File: src/rtl/truth_table_capture_pkg.sv
// Shared types and helpers for the truth-table capture block.
package tt_capture_pkg;

  localparam int MAX_N_IN = 4;

  typedef enum logic [1:0] {
    IDLE,
    SETTLE,
    SAMPLE,
    DONE
  } state_t;

  function automatic int TT_W(input int n);
    return 1 << n;
  endfunction

endpackage

File: src/rtl/truth_table_capture_if.sv
// Control and loopback signals between the capture engine and its host / gate under test.
interface truth_table_capture_if
  import tt_capture_pkg::*;
#(
  parameter int N_IN = 3
);

  localparam int TTW = TT_W(N_IN);

  logic            start;
  logic            busy;
  logic            done;
  logic [TTW-1:0]  tt;
  logic [TTW-1:0]  unstable;
  logic [N_IN-1:0] dut_in;
  logic            dut_out;

  modport master (
    output start,
    input  busy,
    input  done,
    input  tt,
    input  unstable,
    input  dut_in,
    output dut_out
  );

  modport slave (
    input  start,
    output busy,
    output done,
    output tt,
    output unstable,
    output dut_in,
    input  dut_out
  );

endinterface

File: src/rtl/truth_table_capture_sync2.sv
// Two-flop synchroniser for a single asynchronous bit, resets to 0.
module sync2 (
  input  logic clk,
  input  logic rst_n,
  input  logic d,
  output logic q
);

  logic meta_q, meta_d;
  logic sync_q, sync_d;

  always_comb begin
    meta_d = d;
    sync_d = meta_q;
  end

  always_ff @(posedge clk or negedge rst_n) begin
    if (!rst_n) begin
      meta_q <= 1'b0;
      sync_q <= 1'b0;
    end else begin
      meta_q <= meta_d;
      sync_q <= sync_d;
    end
  end

  assign q = sync_q;

endmodule

File: src/rtl/truth_table_capture.sv
// Sweeps every input combination of an external N-input gate and captures its
// synchronised output into a hex truth-table word, flagging combinations whose samples disagree.
module truth_table_capture
  import tt_capture_pkg::*;
#(
  parameter int N_IN          = 3,
  parameter int SETTLE_CYCLES = 4,
  parameter int SAMPLE_CYCLES = 3
) (
  input  logic                  clk,
  input  logic                  rst_n,
  truth_table_capture_if.slave  bus
);

  localparam int TTW     = TT_W(N_IN);
  localparam int IDX_W   = N_IN + 1;
  localparam int CNT_MAX = (SETTLE_CYCLES > SAMPLE_CYCLES) ? SETTLE_CYCLES : SAMPLE_CYCLES;
  localparam int CW      = (CNT_MAX > 1) ? $clog2(CNT_MAX) : 1;

  localparam logic [CW-1:0]    SETTLE_LOAD = CW'(SETTLE_CYCLES - 1);
  localparam logic [CW-1:0]    SAMPLE_LOAD = CW'(SAMPLE_CYCLES - 1);
  localparam logic [IDX_W-1:0] IDX_LAST    = IDX_W'(TTW - 1);

  state_t            state_q, state_d;
  logic [IDX_W-1:0]  idx_q, idx_d;
  logic [N_IN-1:0]   dut_in_q, dut_in_d;
  logic [CW-1:0]     cnt_q, cnt_d;
  logic              ref_q, ref_d;
  logic [TTW-1:0]    tt_q, tt_d;
  logic [TTW-1:0]    unstable_q, unstable_d;

  logic              out_s;
  logic              cnt_zero;
  logic              first_sample;
  logic              last_idx;
  logic [IDX_W-1:0]  idx_inc;
  logic [N_IN-1:0]   bit_pos;

  sync2 u_sync (
    .clk   (clk),
    .rst_n (rst_n),
    .d     (bus.dut_out),
    .q     (out_s)
  );

  assign cnt_zero     = (cnt_q == '0);
  assign first_sample = (cnt_q == SAMPLE_LOAD);
  assign last_idx     = (idx_q == IDX_LAST);
  assign idx_inc      = idx_q + 1'b1;
  // Combination i lands in tt[2^N-1-i], which is simply the bitwise inverse of i.
  assign bit_pos      = ~idx_q[N_IN-1:0];

  always_ff @(posedge clk or negedge rst_n) begin
    if (!rst_n) begin
      state_q <= IDLE;
    end else begin
      state_q <= state_d;
    end
  end

  always_comb begin
    state_d = state_q;
    unique case (state_q)
      IDLE:    if (bus.start) state_d = SETTLE;
      SETTLE:  if (cnt_zero) state_d = SAMPLE;
      SAMPLE:  if (cnt_zero) state_d = last_idx ? DONE : SETTLE;
      DONE:    state_d = IDLE;
      default: state_d = IDLE;
    endcase
  end

  always_comb begin
    bus.busy = (state_q == SETTLE) || (state_q == SAMPLE);
    bus.done = (state_q == DONE);
  end

  always_comb begin
    idx_d      = idx_q;
    dut_in_d   = dut_in_q;
    cnt_d      = cnt_q;
    ref_d      = ref_q;
    tt_d       = tt_q;
    unstable_d = unstable_q;
    case (state_q)
      IDLE: begin
        if (bus.start) begin
          idx_d      = '0;
          dut_in_d   = '0;
          cnt_d      = SETTLE_LOAD;
          tt_d       = '0;
          unstable_d = '0;
        end
      end
      SETTLE: begin
        cnt_d = cnt_zero ? SAMPLE_LOAD : cnt_q - 1'b1;
      end
      SAMPLE: begin
        // The first sample of each combination is both the result and the reference.
        if (first_sample) begin
          ref_d         = out_s;
          tt_d[bit_pos] = out_s;
        end else if (out_s != ref_q) begin
          unstable_d[bit_pos] = 1'b1;
        end
        if (cnt_zero) begin
          cnt_d = SETTLE_LOAD;
          if (!last_idx) begin
            idx_d    = idx_inc;
            dut_in_d = idx_inc[N_IN-1:0];
          end
        end else begin
          cnt_d = cnt_q - 1'b1;
        end
      end
      default: ;
    endcase
  end

  always_ff @(posedge clk or negedge rst_n) begin
    if (!rst_n) begin
      idx_q      <= '0;
      dut_in_q   <= '0;
      cnt_q      <= '0;
      ref_q      <= 1'b0;
      tt_q       <= '0;
      unstable_q <= '0;
    end else begin
      idx_q      <= idx_d;
      dut_in_q   <= dut_in_d;
      cnt_q      <= cnt_d;
      ref_q      <= ref_d;
      tt_q       <= tt_d;
      unstable_q <= unstable_d;
    end
  end

  assign bus.dut_in   = dut_in_q;
  assign bus.tt       = tt_q;
  assign bus.unstable = unstable_q;

endmodule

File: src/flat_wrapper.sv
// flat-port wrapper written by rule: the top's interface ports become plain ports
module truth_table_capture_flat import tt_capture_pkg::*;
#(
  parameter int N_IN          = 3,
  parameter int SETTLE_CYCLES = 4,
  parameter int SAMPLE_CYCLES = 3
)
  (clk, rst_n, bus_start, bus_busy, bus_done, bus_tt, bus_unstable, bus_dut_in, bus_dut_out);
  truth_table_capture_if #(.N_IN(N_IN)) bus_i ();
  input  logic clk;
  input  logic rst_n;
  input wire logic [$bits(bus_i.start)-1:0] bus_start;
  output wire logic [$bits(bus_i.busy)-1:0] bus_busy;
  output wire logic [$bits(bus_i.done)-1:0] bus_done;
  output wire logic [$bits(bus_i.tt)-1:0] bus_tt;
  output wire logic [$bits(bus_i.unstable)-1:0] bus_unstable;
  output wire logic [$bits(bus_i.dut_in)-1:0] bus_dut_in;
  input wire logic [$bits(bus_i.dut_out)-1:0] bus_dut_out;
  assign bus_i.start = bus_start;
  assign bus_busy = bus_i.busy;
  assign bus_done = bus_i.done;
  assign bus_tt = bus_i.tt;
  assign bus_unstable = bus_i.unstable;
  assign bus_dut_in = bus_i.dut_in;
  assign bus_i.dut_out = bus_dut_out;
  truth_table_capture #(.N_IN(N_IN), .SETTLE_CYCLES(SETTLE_CYCLES), .SAMPLE_CYCLES(SAMPLE_CYCLES)) u_core (.clk(clk), .rst_n(rst_n), .bus(bus_i));
endmodule
File: config.mk
export PLATFORM = sky130hd
export DESIGN_NAME = truth_table_capture_flat
export DESIGN_NICKNAME = d
export VERILOG_FILES = /design/src/rtl/truth_table_capture_pkg.sv /design/src/rtl/truth_table_capture_if.sv /design/src/rtl/truth_table_capture_sync2.sv /design/src/rtl/truth_table_capture.sv /design/src/flat_wrapper.sv
export SDC_FILE = /design/constraint.sdc
export NUM_CORES = 1
export LEC_CHECK = 0
export CORE_ASPECT_RATIO = 0.6
export CORE_MARGIN = 5
export CORE_UTILIZATION = 40
export CTS_CLUSTER_SIZE = 20
export DETAILED_ROUTE_END_ITERATION = 6
export GPL_ROUTABILITY_DRIVEN = 0
export PLACE_DENSITY_LB_ADDON = 0.12
export REMOVE_ABC_BUFFERS = 1
export SLEW_MARGIN = 25
export SYNTH_ARGS = -nofsm -noshare
export SYNTH_HDL_FRONTEND = slang
export SYNTH_SLANG_ARGS = --single-unit
File: constraint.sdc
create_clock -name clk -period 2.1 [get_ports clk]
set_clock_uncertainty 0.05 [all_clocks]
set_input_delay 0.42 -clock clk [delete_from_list [all_inputs] [get_ports clk]]
set_output_delay 0.42 -clock clk [all_outputs]
set_load 0.02 [all_outputs]
==> flow_metrics.env <==
export IMPL_clk_latency_ps=280
export IMPL_drive_gt1_share_pct=15.06
export IMPL_tightest_slew_ps=587.1
export IMPL_ant_nets=0
export IMPL_n_fill_cell=336
export IMPL_synth_edff_count=0
export IMPL_finalSetupTns_ps=0
export IMPL_synth_largest_area_cell="dfrtp_1"
export IMPL_synth_top_area_share_pct=45.30
export IMPL_ff_latch_area_sq_um=675.6
export IMPL_synth_yosys_seq_area_share_pct=45.30
export IMPL_ios=25
export IMPL_antenna_found_initial=0
export IMPL_slew_viol_final=0
export IMPL_multiInputGateArea_sq_um=747.0
export IMPL_cts_hold_buf=0
export IMPL_relSlewSlack_pct=60.78
export IMPL_synthArstFlopShare_pct=100.0
export IMPL_fin_area_sq_mm=0.001844
export IMPL_initial_utilization_pct=41.00
export IMPL_detail_route_iter0_violations=61
export IMPL_antenna_cells=0
export IMPL_irDropWorstVdd_uv=584.3
export IMPL_wl_per_cell_um=15.46
export IMPL_placed_area_sq_mm=0.001797
export IMPL_fmax_ghz=0.5124
export IMPL_yosys_warnings=0
export IMPL_fin_crit_sh_pct=92.93
export IMPL_finalHoldViolations=0
export IMPL_clock_path_buffers=2
export IMPL_fin_crit_ps=1951
export IMPL_routed_via_density=5.319
export IMPL_worstPathRequired_ps=2240
export IMPL_core_sq_mm=0.003637
export IMPL_cp_start_kind="flop"
export IMPL_cts_buffers=3
export IMPL_yosysMostFrequentCell="dfrtp_1"
export IMPL_cts_root_buf="clkbuf_8"
export IMPL_nNetsFinal=179
export IMPL_powerDensity_mw_per_mm2=1271
export IMPL_cts_tree="built"
export IMPL_rsz0062_at_grt="no"
export IMPL_num_rows=17
export IMPL_crit_fanout=9
export IMPL_worstPathArrival_ps=2090
export IMPL_wl_mm=3.294
export IMPL_cts_sinks=27
export IMPL_dp_hpwl_mm=2.435
export IMPL_grt_pass1_wl_mm=5.513
export IMPL_vias=1133
export IMPL_grt_start_max_net_pins=28
export IMPL_setup_viol=0
export IMPL_synth_cell_types=42
export IMPL_synth_avg_cell_area_sq_um=10.65
export IMPL_syn2layout_area_growth_pct=23.66
export IMPL_status="finished, final reports clean"
export IMPL_synthCells=140
export IMPL_grt_pass1_vias=1101
export IMPL_die_y_um=57.30
export IMPL_ctsHtreeMaxLevel=1
export IMPL_synth_area_leaders="dfrtp_1 45%, ha_1 6.7%, mux2i_1 4.7%"
export IMPL_hp_class="flop to flop"
export IMPL_drt_pass1_iterations=4
export IMPL_grt_ovfl_total=0
export IMPL_portBuffers=24
export IMPL_ys_seq_elements=27
export IMPL_synthTopCellsByCount="27 x dfrtp_1, 18 x nand2_1, 8 x ha_1"
export IMPL_post_route_drc_count=0
export IMPL_clkTransAtPathRegs_ps=100
export IMPL_syn_area_sq_mm=0.001491
export IMPL_die_area_sq_mm=0.005090
export IMPL_cap_viol_max_count=0
export IMPL_synth_ff_type="dfrtp_1"
export IMPL_grt_usage_pct=13.73
export IMPL_crit_type="flop to flop"
export IMPL_p_leak_nw=0.7961
export IMPL_die_x_um=88.83
export IMPL_worstSetupEndpointType="flop"
## power by group
group	total, mW	switching [mW]	leakage (nW)	internal [mW]
clock network	0.302	0.169	0.0255	0.133
logic	1.28	0.730	0.415	0.550
registers	0.761	0.108	0.356	0.654
total	2.34	1.01	0.796	1.34
## layout by cell type, fill, tap and decap left out, types with 2 or more instances in the layout
master / instances
nor4_2: 4
ha_1: 8
nand2_1: 18
dfrtp_1: 27
a21oi_1: 3
a31oi_1: 3
mux2i_1: 7
nand2b_1: 4
nand3b_1: 2
o221ai_1: 2
nor2b_1: 3
o21ai_1: 5
mux2_2: 2
nor2_1: 5
clkdlybuf4s50_1: 22
a22o_1: 3
inv_1: 4
o21ai_0: 2
nand4_1: 4
nand3_1: 3
clkbuf_8: 3
buf_4: 8
o41ai_1: 2
## stage by stage
stage / instances / utilization (%) / setup slack [ps] / hold slack, ps / total power [mW]
2_1_floorplan: 130 / - / 97.41 / 74.41 / 1.594
3_3_place_gp: 209 / 49.40 / 133.7 / 287.6 / 2.046
4_1_cts: 213 / 50.64 / 70.71 / 308.7 / 2.362
6_report: 213 / 50.71 / 148.6 / 306.9 / 2.343
3_5_place_dp: 209 / 49.40 / 71.78 / 284.7 / 2.074
5_1_grt: 213 / 50.71 / 25.15 / 320.3 / 2.509
## final timing paths
| check | from | endpoint | slack, ps | depth (start not counted) |
|---|---|---|---|---|
| max | u_core.state_q[0]$_DFFE_PN0P_ | u_core.bus.unstable[6]$_DFFE_PN0P_ | 150 | 5 |
| min | u_core.u_sync.meta_q$_DFF_PN0_ | u_core.u_sync.q$_DFF_PN0_ | 310 | 0 |
| max reg2reg | u_core.state_q[0]$_DFFE_PN0P_ | u_core.bus.unstable[6]$_DFFE_PN0P_ | 150 | 5 |
| min reg2reg | u_core.u_sync.meta_q$_DFF_PN0_ | u_core.u_sync.q$_DFF_PN0_ | 310 | 0 |
| max in group asynchronous | rst_n | u_core.state_q[0]$_DFFE_PN0P_ | 1270 | 2 |
| min in group asynchronous | rst_n | u_core.cnt_q[0]$_DFFE_PN0P_ | 460 | 2 |
## kinds of logic (layout without fill, tap and decap cells)
family / count (synthesis) / after routing / synth area share [%]
simple gates: 52 / 52 / 21.90
buf+inv: 14 / 40 / 4.614
flops: 27 / 27 / 45.30
compound gates: 27 / 27 / 13.00
xor+xnor: 1 / 1 / 0.5874
mux: 11 / 11 / 7.886
fa+ha+maj: 8 / 8 / 6.712
## final cells by class
cell class	count	area share [%]
inverters	4	0.8141
clock buffers	3	2.239
multi-input cells	99	40.50
repair buffers	32	16.35
flip-flops and latches	27	36.63
clock inverters	1	0.2714
well taps	47	3.189
## critical path: stages (launching register included)
cell      delay [ps]
dfrtp_1          440
inv_1            120
ha_1             350
nand2b_2         160
or4b_4           570
o31ai_2          180
## registers in the layout, indices dropped and copies added (netlist names)
register	cells
u_core.bus.tt	8
u_core.bus.unstable	8
u_core.cnt_q	2
u_core.idx_q	4
u_core.ref_q	1
u_core.state_q	2
u_core.u_sync.meta_q	1
u_core.u_sync.q	1
## what timing repair did
item / CTS / global route
setup buffers: 0 / 0
gates resized for setup: 1 / 1
setup endpoints to repair: 1 / 1
## layer usage
metal,vias to the layer above,share of wire (%),track usage [%]
li1,557,-,-
met2,22,43,19.66
met3,2,5.4,4.040
met1,552,51,21.07
met4,0,0.33,1.293
met5,-,0,0
(Power assumes the default switching activity.)
